### config.mk
export PLATFORM = sky130hd
export DESIGN_NAME = find_collect
export DESIGN_NICKNAME = d
export VERILOG_FILES = /design/src/rtl/find_collect_pkg.sv /design/src/rtl/find_result_fifo.sv /design/src/rtl/find_collect.sv
export SDC_FILE = /design/constraint.sdc
export NUM_CORES = 1
export LEC_CHECK = 0
export CAP_MARGIN = 20
export CORE_MARGIN = 10
export CORE_UTILIZATION = 54
export DETAILED_ROUTE_END_ITERATION = 12
export PLACE_DENSITY_LB_ADDON = 0.08
export SLEW_MARGIN = 20
export SYNTH_ARGS = -nofsm -noshare
export SYNTH_HDL_FRONTEND = slang
export SYNTH_SLANG_ARGS = --single-unit
### constraint.sdc
create_clock -name clk -period 4.04 [get_ports clk]
set_clock_uncertainty 0.1 [all_clocks]
set_input_delay 0.808 -clock clk [delete_from_list [all_inputs] [get_ports clk]]
set_output_delay 0.808 -clock clk [all_outputs]
set_load 0.03 [all_outputs]
### src/rtl/find_collect_pkg.sv
// -----------------------------------------------------------------------------
// find_collect_pkg
// Shared definitions for the find-result collector: result entry sizing,
// timestamp width and the scanner action encoding.
//
// Configuration macro: FIND_COLLECT_TIMESTAMP_EN
//   defined   -> every FIFO entry carries an extra 32-bit capture timestamp
//   undefined -> entry = {unit, energy, sequence}
// -----------------------------------------------------------------------------
package find_collect_pkg;

  // Width of the free-running cycle counter used for capture timestamps.
  localparam int TS_W = 32;

`ifdef FIND_COLLECT_TIMESTAMP_EN
  localparam int ENTRY_EXTRA_W = TS_W;
`else
  localparam int ENTRY_EXTRA_W = 0;
`endif

  // Entry layout, LSB first: sequence, energy, unit index, [timestamp].
  function automatic int entry_width(input int unit_w, input int e_w,
                                     input int seq_w);
    return unit_w + e_w + seq_w + ENTRY_EXTRA_W;
  endfunction

  // What the scanner does with the unit it is pointing at this cycle.
  typedef enum logic [1:0] {
    SCAN_SKIP  = 2'd0,  // nothing pending, move on
    SCAN_PUSH  = 2'd1,  // pending and room in the FIFO
    SCAN_STALL = 2'd2   // pending but FIFO full, hold position
  } scan_act_e;

endpackage

### src/rtl/find_result_fifo.sv
// -----------------------------------------------------------------------------
// find_result_fifo
// Show-ahead synchronous FIFO. The head entry is presented combinationally
// from storage; head_data reads as zero while the FIFO is empty.
//
// Ports:
//   clk, rst        clock, synchronous active-high reset
//   push, push_data write request (ignored when full)
//   pop             read request (ignored when empty)
//   head_data       oldest entry
//   empty, full     status from the registered occupancy
//   count           occupancy, 0..DEPTH
// -----------------------------------------------------------------------------
module find_result_fifo #(
  parameter int DEPTH = 4,   // power of two, >= 2
  parameter int WIDTH = 8
) (
  input  logic                     clk,
  input  logic                     rst,
  input  logic                     push,
  input  logic [WIDTH-1:0]         push_data,
  input  logic                     pop,
  output logic [WIDTH-1:0]         head_data,
  output logic                     empty,
  output logic                     full,
  output logic [$clog2(DEPTH):0]   count
);

  localparam int AW = $clog2(DEPTH);

  logic [WIDTH-1:0] mem_q [DEPTH];
  logic [AW-1:0]    wr_ptr_q, wr_ptr_d;
  logic [AW-1:0]    rd_ptr_q, rd_ptr_d;
  logic [AW:0]      count_q,  count_d;
  logic             push_ok, pop_ok;

  assign empty   = (count_q == '0);
  // Full comes from the registered count, so a same-cycle pop does not make
  // room for a push.
  assign full    = (count_q == (AW+1)'(DEPTH));
  assign push_ok = push & ~full;
  assign pop_ok  = pop & ~empty;
  assign count   = count_q;

  // NOTE: every signal written in always_comb gets a default first, so no
  // path leaves it unassigned and no latch is inferred.
  always_comb begin
    wr_ptr_d = wr_ptr_q;
    rd_ptr_d = rd_ptr_q;
    count_d  = count_q;
    // Pointers wrap naturally because DEPTH is a power of two.
    if (push_ok) wr_ptr_d = wr_ptr_q + 1'b1;
    if (pop_ok)  rd_ptr_d = rd_ptr_q + 1'b1;
    case ({push_ok, pop_ok})
      2'b10:   count_d = count_q + 1'b1;
      2'b01:   count_d = count_q - 1'b1;
      default: count_d = count_q;
    endcase
  end

  // NOTE: state flops use non-blocking assignments and a synchronous reset
  // tested inside the clocked block.
  always_ff @(posedge clk) begin
    if (rst) begin
      wr_ptr_q <= '0;
      rd_ptr_q <= '0;
      count_q  <= '0;
    end else begin
      wr_ptr_q <= wr_ptr_d;
      rd_ptr_q <= rd_ptr_d;
      count_q  <= count_d;
    end
  end

  // NOTE: storage is deliberately not reset; the pointers and count define
  // what is valid, and the head is masked while empty.
  always_ff @(posedge clk) begin
    if (push_ok) mem_q[wr_ptr_q] <= push_data;
  end

  assign head_data = empty ? '0 : mem_q[rd_ptr_q];

endmodule

### src/rtl/find_collect.sv
// -----------------------------------------------------------------------------
// find_collect
// Collects results from PARALLEL_UNITS find units. A rising edge on a unit's
// done level captures its sequence/energy and marks it pending. A scanner
// visits one unit per cycle and moves pending results into a show-ahead FIFO
// for software readout, while tracking the minimum-energy result and an
// all-units-finished flag.
//
// Configuration macro: FIND_COLLECT_TIMESTAMP_EN adds a 32-bit cycle counter,
// a per-capture timestamp in each FIFO entry and the o_res_cycles port.
//
// Ports:
//   clk, rst                 clock, synchronous active-high reset
//   i_seq, i_e, i_done       packed per-unit results and done levels
//   o_res_valid/i_res_ready  FIFO head handshake (pop on valid & ready)
//   o_res_seq/e/unit         FIFO head entry
//   o_fifo_count             FIFO occupancy
//   o_best_*                 minimum-energy result serviced so far
//   o_all_done               every unit finished and nothing left pending
//   o_overrun                sticky: unit re-completed before being serviced
//   o_res_cycles             head entry capture timestamp (macro only)
// -----------------------------------------------------------------------------
module find_collect
  import find_collect_pkg::*;
#(
  parameter int SEQ_WIDTH      = 8,
  parameter int E_WIDTH        = 16,
  parameter int PARALLEL_UNITS = 4,
  parameter int FIFO_DEPTH     = 4
) (
  input  logic                                clk,
  input  logic                                rst,
  input  logic [PARALLEL_UNITS*SEQ_WIDTH-1:0] i_seq,
  input  logic [PARALLEL_UNITS*E_WIDTH-1:0]   i_e,
  input  logic [PARALLEL_UNITS-1:0]           i_done,
  output logic                                o_res_valid,
  input  logic                                i_res_ready,
  output logic [SEQ_WIDTH-1:0]                o_res_seq,
  output logic [E_WIDTH-1:0]                  o_res_e,
  output logic [$clog2(PARALLEL_UNITS)-1:0]   o_res_unit,
  output logic [$clog2(FIFO_DEPTH):0]         o_fifo_count,
  output logic                                o_best_valid,
  output logic [SEQ_WIDTH-1:0]                o_best_seq,
  output logic [E_WIDTH-1:0]                  o_best_e,
  output logic [$clog2(PARALLEL_UNITS)-1:0]   o_best_unit,
  output logic                                o_all_done,
`ifdef FIND_COLLECT_TIMESTAMP_EN
  output logic [TS_W-1:0]                     o_res_cycles,
`endif
  output logic                                o_overrun
);

  localparam int UNIT_W   = $clog2(PARALLEL_UNITS);
  localparam int ENTRY_W  = entry_width(UNIT_W, E_WIDTH, SEQ_WIDTH);
  localparam int OFF_E    = SEQ_WIDTH;
  localparam int OFF_UNIT = SEQ_WIDTH + E_WIDTH;
`ifdef FIND_COLLECT_TIMESTAMP_EN
  localparam int OFF_TS   = OFF_UNIT + UNIT_W;
`endif

  // ---------------------------------------------------------------------------
  // State
  // ---------------------------------------------------------------------------
  logic [PARALLEL_UNITS-1:0]                done_prev_q, done_prev_d;
  logic [PARALLEL_UNITS-1:0][SEQ_WIDTH-1:0] cap_seq_q,   cap_seq_d;
  logic [PARALLEL_UNITS-1:0][E_WIDTH-1:0]   cap_e_q,     cap_e_d;
  logic [PARALLEL_UNITS-1:0]                pending_q,   pending_d;
  logic [PARALLEL_UNITS-1:0]                seen_q,      seen_d;
  logic [UNIT_W-1:0]                        ptr_q,       ptr_d;
  logic                                     best_valid_q, best_valid_d;
  logic [SEQ_WIDTH-1:0]                     best_seq_q,  best_seq_d;
  logic [E_WIDTH-1:0]                       best_e_q,    best_e_d;
  logic [UNIT_W-1:0]                        best_unit_q, best_unit_d;
  logic                                     all_done_q,  all_done_d;
  logic                                     overrun_q,   overrun_d;
`ifdef FIND_COLLECT_TIMESTAMP_EN
  logic [TS_W-1:0]                          cyc_q,       cyc_d;
  logic [PARALLEL_UNITS-1:0][TS_W-1:0]      cap_ts_q,    cap_ts_d;
`endif

  // ---------------------------------------------------------------------------
  // Combinational
  // ---------------------------------------------------------------------------
  logic [PARALLEL_UNITS-1:0] rise;
  logic [PARALLEL_UNITS-1:0] svc_mask;
  scan_act_e                 scan_act;
  logic                      push;
  logic [ENTRY_W-1:0]        push_data;
  logic [ENTRY_W-1:0]        head_data;
  logic                      fifo_empty, fifo_full;

  assign rise = i_done & ~done_prev_q;

  always_comb begin
    scan_act = SCAN_SKIP;
    if (pending_q[ptr_q]) scan_act = fifo_full ? SCAN_STALL : SCAN_PUSH;
  end

  assign push = (scan_act == SCAN_PUSH);

`ifdef FIND_COLLECT_TIMESTAMP_EN
  assign push_data = {cap_ts_q[ptr_q], ptr_q, cap_e_q[ptr_q], cap_seq_q[ptr_q]};
`else
  assign push_data = {ptr_q, cap_e_q[ptr_q], cap_seq_q[ptr_q]};
`endif

  always_comb begin
    svc_mask = '0;
    if (push) svc_mask[ptr_q] = 1'b1;
  end

  always_comb begin
    done_prev_d  = i_done;
    cap_seq_d    = cap_seq_q;
    cap_e_d      = cap_e_q;
    seen_d       = seen_q | rise;
    ptr_d        = ptr_q;
    best_valid_d = best_valid_q;
    best_seq_d   = best_seq_q;
    best_e_d     = best_e_q;
    best_unit_d  = best_unit_q;
`ifdef FIND_COLLECT_TIMESTAMP_EN
    cyc_d        = cyc_q + 1'b1;
    cap_ts_d     = cap_ts_q;
`endif

    for (int k = 0; k < PARALLEL_UNITS; k++) begin
      if (rise[k]) begin
        cap_seq_d[k] = i_seq[k*SEQ_WIDTH +: SEQ_WIDTH];
        cap_e_d[k]   = i_e[k*E_WIDTH +: E_WIDTH];
`ifdef FIND_COLLECT_TIMESTAMP_EN
        // Stamp with the value the counter holds in the cycle the capture
        // becomes visible.
        cap_ts_d[k]  = cyc_d;
`endif
      end
    end

    // Service clears, a new rise sets; set wins so a same-cycle re-completion
    // is picked up on a later visit (the old capture goes out now).
    pending_d = (pending_q & ~svc_mask) | rise;

    // A rise on a unit being serviced this very cycle loses no data.
    overrun_d = overrun_q | (|(rise & pending_q & ~svc_mask));

    if (scan_act != SCAN_STALL) begin
      ptr_d = (ptr_q == UNIT_W'(PARALLEL_UNITS-1)) ? '0 : ptr_q + 1'b1;
    end

    // Strict compare: on a tie the first result serviced stays best.
    if (push && (!best_valid_q || (cap_e_q[ptr_q] < best_e_q))) begin
      best_valid_d = 1'b1;
      best_seq_d   = cap_seq_q[ptr_q];
      best_e_d     = cap_e_q[ptr_q];
      best_unit_d  = ptr_q;
    end

    // Sticky until reset.
    all_done_d = all_done_q | ((&seen_q) & ~(|pending_q));
  end

  // ---------------------------------------------------------------------------
  // Registers
  // ---------------------------------------------------------------------------
  always_ff @(posedge clk) begin
    if (rst) begin
      done_prev_q  <= '0;
      cap_seq_q    <= '0;
      cap_e_q      <= '0;
      pending_q    <= '0;
      seen_q       <= '0;
      ptr_q        <= '0;
      best_valid_q <= 1'b0;
      best_seq_q   <= '0;
      best_e_q     <= '0;
      best_unit_q  <= '0;
      all_done_q   <= 1'b0;
      overrun_q    <= 1'b0;
`ifdef FIND_COLLECT_TIMESTAMP_EN
      cyc_q        <= '0;
      cap_ts_q     <= '0;
`endif
    end else begin
      done_prev_q  <= done_prev_d;
      cap_seq_q    <= cap_seq_d;
      cap_e_q      <= cap_e_d;
      pending_q    <= pending_d;
      seen_q       <= seen_d;
      ptr_q        <= ptr_d;
      best_valid_q <= best_valid_d;
      best_seq_q   <= best_seq_d;
      best_e_q     <= best_e_d;
      best_unit_q  <= best_unit_d;
      all_done_q   <= all_done_d;
      overrun_q    <= overrun_d;
`ifdef FIND_COLLECT_TIMESTAMP_EN
      cyc_q        <= cyc_d;
      cap_ts_q     <= cap_ts_d;
`endif
    end
  end

  // ---------------------------------------------------------------------------
  // Result FIFO
  // ---------------------------------------------------------------------------
  find_result_fifo #(
    .DEPTH (FIFO_DEPTH),
    .WIDTH (ENTRY_W)
  ) u_fifo (
    .clk       (clk),
    .rst       (rst),
    .push      (push),
    .push_data (push_data),
    .pop       (i_res_ready),
    .head_data (head_data),
    .empty     (fifo_empty),
    .full      (fifo_full),
    .count     (o_fifo_count)
  );

  assign o_res_valid  = ~fifo_empty;
  assign o_res_seq    = head_data[0 +: SEQ_WIDTH];
  assign o_res_e      = head_data[OFF_E +: E_WIDTH];
  assign o_res_unit   = head_data[OFF_UNIT +: UNIT_W];
`ifdef FIND_COLLECT_TIMESTAMP_EN
  assign o_res_cycles = head_data[OFF_TS +: TS_W];
`endif

  assign o_best_valid = best_valid_q;
  assign o_best_seq   = best_seq_q;
  assign o_best_e     = best_e_q;
  assign o_best_unit  = best_unit_q;
  assign o_all_done   = all_done_q;
  assign o_overrun    = overrun_q;

endmodule

* Yosys cells after proc, flatten, opt, wreduce, memory -nomap -nowiden *
Memory sizes are Yosys's and may differ from the RTL's. A register that Yosys moved wholly into a read port is not among the register bits.
Cells that the tools add are included.
W data, S select, Z words.

storage, ports and cells
  register bits after elaboration = 146
  memory bits (writable) = 104
  input port bits = 103
  output and inout bits = 59
  word-level logic and storage cells = 79
  memories = 1

cells by class
  $add $sub $neg = 5
  order comparisons = 3
  eq/ne operators = 6
  mux-type cells = 18
  bitwise logic cells = 16
  reductions and logical operators = 9

memory list
  name          words  width  rd ports  clocked after memory_dff  write ports  line                    text
  u_fifo.mem_q  4      26     1         1                         1            find_result_fifo.sv:31  logic [WIDTH-1:0] mem_q [DEPTH];

operators by type and width
  operator               number
  $bmux W16 S2           1
  $mux W26               1
  $and A4 B4 Y4          4
  $bmux W8 S2            1
  $lt A16 B16 Y1         1
  $mux W16               1
  $mux W2                5
  $mux W8                1
  $not A4 Y4             2
  $or A4 B4 Y4           2
  $reduce_or A4 Y1       2
  $add A2 B1 Y2 const B  3
  $pmux W3 S2            1
  $eq A2 B1 Y1 const B   2
  $eq A2 B2 Y1 const B   2
  $mux W1                4
  $mux W4                1
  $reduce_and A4 Y1      1
  $add A3 B1 Y3 const B  1
  $and A1 B1 Y1          3
  $eq A3 B3 Y1 const B   1
  $logic_not A3 Y1       1
  $lt A2 B3 Y1 const B   1
  $not A1 Y1             3
  10 further kinds       12

* Longest topological paths before layout *
  depth after elaboration = 9
  mapped depth = 12
  depth with buffers taken out = 9

* By module *
A second synthesis with hierarchy kept.

second synthesis, totals
  cells, all modules = 914
  area total of the unflattened synthesis = 10,590.2 um^2

by module, submodules not included
  module            times used  cells an instance  area each (um^2)  seq. area each (um^2)
  find_collect      1           695                6,115.9           2,782.7
  find_result_fifo  1           219                4,474.3           3,303.2

* Least setup slack after synthesis *
OpenSTA, ideal clock, no wires.

  path kind = flip-flop to flip-flop
  start point = reg ptr_q[0]
  end point = reg best_e_q[10], in the netlist o_best_e[10]
  setup time = 132 ps
  arrival time = 3,072 ps
  data required time = 3,808 ps
  path slack = 736 ps
  cell stages (with the launch flop) = 12
  buffers on the path = 3
  period minus slack after synthesis = 3,304 ps
  cell sequence = dfxtp_1 -> buf_6 -> buf_2 -> mux4_2 -> ha_1 -> and4_1 -> nand4_1 -> a311oi_2 -> o41a_2 -> buf_2 -> o21ai_1 -> a21oi_1

on the way
  longest elaborated chain between the ends = 5
  elaborated cells on any way between the ends = 9

RTL lines
  element                  line                 text
  start, declared          find_collect.sv:69   logic [UNIT_W-1:0] ptr_q, ptr_d;
  start signal, assigned   find_collect.sv:189  ptr_q <= ptr_d;
  $bmux W16 S2             n/a
  $mux W16                 n/a
  named net push_data[15]  find_collect.sv:88   logic [ENTRY_W-1:0] push_data;
  $lt A16 B16 Y1           find_collect.sv:151  if (push && (!best_valid_q || (cap_e_q[ptr_q] < best_e_q))) begin
  $logic_or A1 B1 Y1       find_collect.sv:151
  $logic_and A1 B1 Y1      find_collect.sv:151
  end signal, assigned     find_collect.sv:192  best_e_q <= best_e_d;
  end, declared            find_collect.sv:72   logic [E_WIDTH-1:0] best_e_q, best_e_d;

The timed path passes the listed nets, and every way through them passes these cells. The select of a mux whose other input is x is not followed.
A chain may end at the register's enable or synchronous reset.

==> impl_results.md <==
* Outcome: finished, final reports clean
* CP Data Required Time at 3.13 ns
* DP Area at 12100 um^2
* Fmax at 280 MHz
* Cell Count, Final, Fillers Out at 1312
* PD cells at 577 nW/um^2
* Root buffer selected by CTS: clkbuf_16
* CTS clk-pin slew, worst paths at 0.06 ns
* Kind of critical path: flip-flop to output pin
* Crit end category: output pin
* DR DRC count at 0
* Worst Reg-to-Reg Cells at 8
* Fin area at 12900 um^2
* ANT cells at 0
* Post-CTS Setup Inserts at 0
* Post-synth top area cell: edfxtp_1
* Synthesis-stage register bit count at 252
* Critical path arrival at 2.67 ns
* DR vias at 7326
* Router iterations before antenna repair at 5
* Placed insts at 1267
* Clk_lat worst skew at 0.51 ns
* RePlAce Congestion at 0.810
* Cell Area, Synth at 10300 um^2
* Hold Fails Final Rpt at 0
* Fin nets at 1188
* # clock sinks at 252
* Post-synth EDFFs at 104
* Die Height at 158 um
* HP Class: flip-flop to flip-flop
* Commonest cells in the netlist: nand2_1 (202), dfxtp_1 (148), a21oi_1 (138), edfxtp_1 (104), mux4_2 (50)
* Ys Warns at 0
* Post-CTS sizing at 0
* Part of the cycle the worst path needs at 88.5%
* 1st-iter DRT viols at 650
* Antenna violations before repair at 1
* Pre-CTS WS at 0.544 ns
* WL final at 25.2 mm
* DR WL/cell at 19.2 um
* Synth-to-Final Area Change at 25.3%
* Final hold slack at 0.353 ns
* Vias in the first global route at 7184
* Power consumption at 7.45 mW
* Total die area at 25000 um^2
* Top-count cell post-synth: nand2_1
* Critical path fanouts, max at 14
* PnR worst setup slack at 0.465 ns
* RSZ-0062 raised after global routing: no
* Post-Synthesis Net Count at 1046
* Area share of the largest cell type after synthesis at 30.3%
* Clock tree buffer depth at 3
* Mean post-synth cell area at 11.2 um^2
* Hold-fix buffers, CTS at 0
* Setup Viol. Count Final at 0
* Synth unique cells at 37
* Post-synth ARST share at 0%
* # IOs at 162
* Ys flop type: dfxtp_1
* Largest net degree at the start of global routing at 86
* Max_slew headroom at 26.3%
* Core area at 18700 um^2
* First-pass GRT wire length at 39.7 mm
* Setup TNS at 0 ns
* Num rows at 50
* Gr usage total at 20.1%
* DRT antenna net count at 0
* Startpoint Class: flip-flop
* Max-Cap Viols at 0
* Layout cells sized above 1 at 11.1%
* Pleak at 4.51 nW
* Num CTS Buffers at 25
* Synth area leaders: edfxtp_1 (30%), dfxtp_1 (29%), mux4_2 (11%), nand2_1 (7.4%), a21oi_1 (6.7%)
* Syn Inst Count at 918
* Port buffer count at 161
* Share of the yosys chip area belonging to registers at 59.1%
* H-tree depth at 1
* Max-slew violations at 0
* Grt ovf at 0
* Hold path cells at 2
* Fillers at 1406
* Die width at 158 um
* Final Core Density at 69.0%
* Initial core utilization at 55.1%
* Worst VDD drop at 356 uV
* Via density at 5.58
* Minimum clock period at 3.58 ns
* TritonCTS clock tree: done
* Hpwl dp at 17.5 mm
* Worst-margin pin slew at 1.11 ns
area by class of cell:
cell class	count	area [um^2]	area share (%)
repair buffers	180	1780	13.8
clock inverters	13	149	1.15
well taps	234	293	2.27
inverters	23	86.3	0.669
clock buffers	32	652	5.05
flip-flops and latches	252	6090	47.2
multi-input cells	578	3860	29.9
path summary, 6_finish.rpt:
| kind | start | to | slack (ns) |
|---|---|---|---|
| worst max-delay path | flip-flop | o_res_e[14] | 0.46 |
| worst min-delay path | cap_e_q[43]$_SDFFE_PP0P_ | cap_e_q[43]$_SDFFE_PP0P_ | 0.35 |
| worst max register to register | ptr_q[0]$_SDFFE_PP0P_ | o_best_e[0]$_SDFFE_PP0P_ | 0.52 |
| worst min register to register | cap_e_q[43]$_SDFFE_PP0P_ | cap_e_q[43]$_SDFFE_PP0P_ | 0.35 |
power by group:
group | switching, mW | leakage (nW) | internal [mW] | total (mW)
clock network | 0.937 | 0.382 | 1.33 | 2.27
registers | 0.179 | 2.18 | 2.93 | 3.11
logic | 1.14 | 1.94 | 0.932 | 2.07
layer usage:
layer	share of wire (%)	track usage [%]	vias to the layer above
met1	43	27.7	3537
li1	-	-	3512
met4	1.4	4.01	2
met2	48	32.3	241
met3	7.7	4.02	34
met5	0.040	0	-
critical path: stages, from the launching register on:
cell,delay [ns]
dfxtp_2,0.63
buf_12,0.24
mux4_2,0.52
and2_1,0.18
clkdlybuf4s50_1,0.59
layout by cell type, fill, tap and decap left out, types with 18 or more instances in the layout:
cell             instances
a21oi_1                138
and2_1                  31
buf_4                   18
clkbuf_16               25
clkdlybuf4s50_1        160
dfxtp_1                145
edfxtp_1               104
ha_1                    24
inv_1                   23
mux4_2                  50
nand2_1                202
nand3_1                 33
nor2_1                  33
o21ai_1                 20
cell families (layout without fill, tap and decap cells):
family | count (synthesis) | count (layout) | share of synthesized area, %
multiplexers | 52 | 52 | 11.2
AND/OR/NAND/NOR | 320 | 320 | 13.4
buffers and inverters | 88 | 248 | 3.57
AO/OA/AOI/OAI | 176 | 176 | 9.17
adder cells (fa/ha/maj) | 25 | 25 | 3.11
XOR/XNOR | 5 | 5 | 0.425
flip-flops | 252 | 252 | 59.1
registers in the layout, indices dropped and copies added, names as in the netlist, named ones only:
| name | cells |
|---|---|
| o_best_seq | 8 |
| o_best_valid | 1 |
| u_fifo.wr_ptr_q | 2 |
| o_best_e | 16 |
| o_best_unit | 2 |
| done_prev_q | 4 |
| u_fifo.mem_q | 104 |
| u_fifo.rd_ptr_q | 2 |
| u_fifo.count | 3 |
| seen_q | 4 |
| cap_seq_q | 32 |
| o_overrun | 1 |
| pending_q | 4 |
| o_all_done | 1 |
| ptr_q | 2 |
| cap_e_q | 64 |
Note: power is estimated with default switching activity, not from simulation.
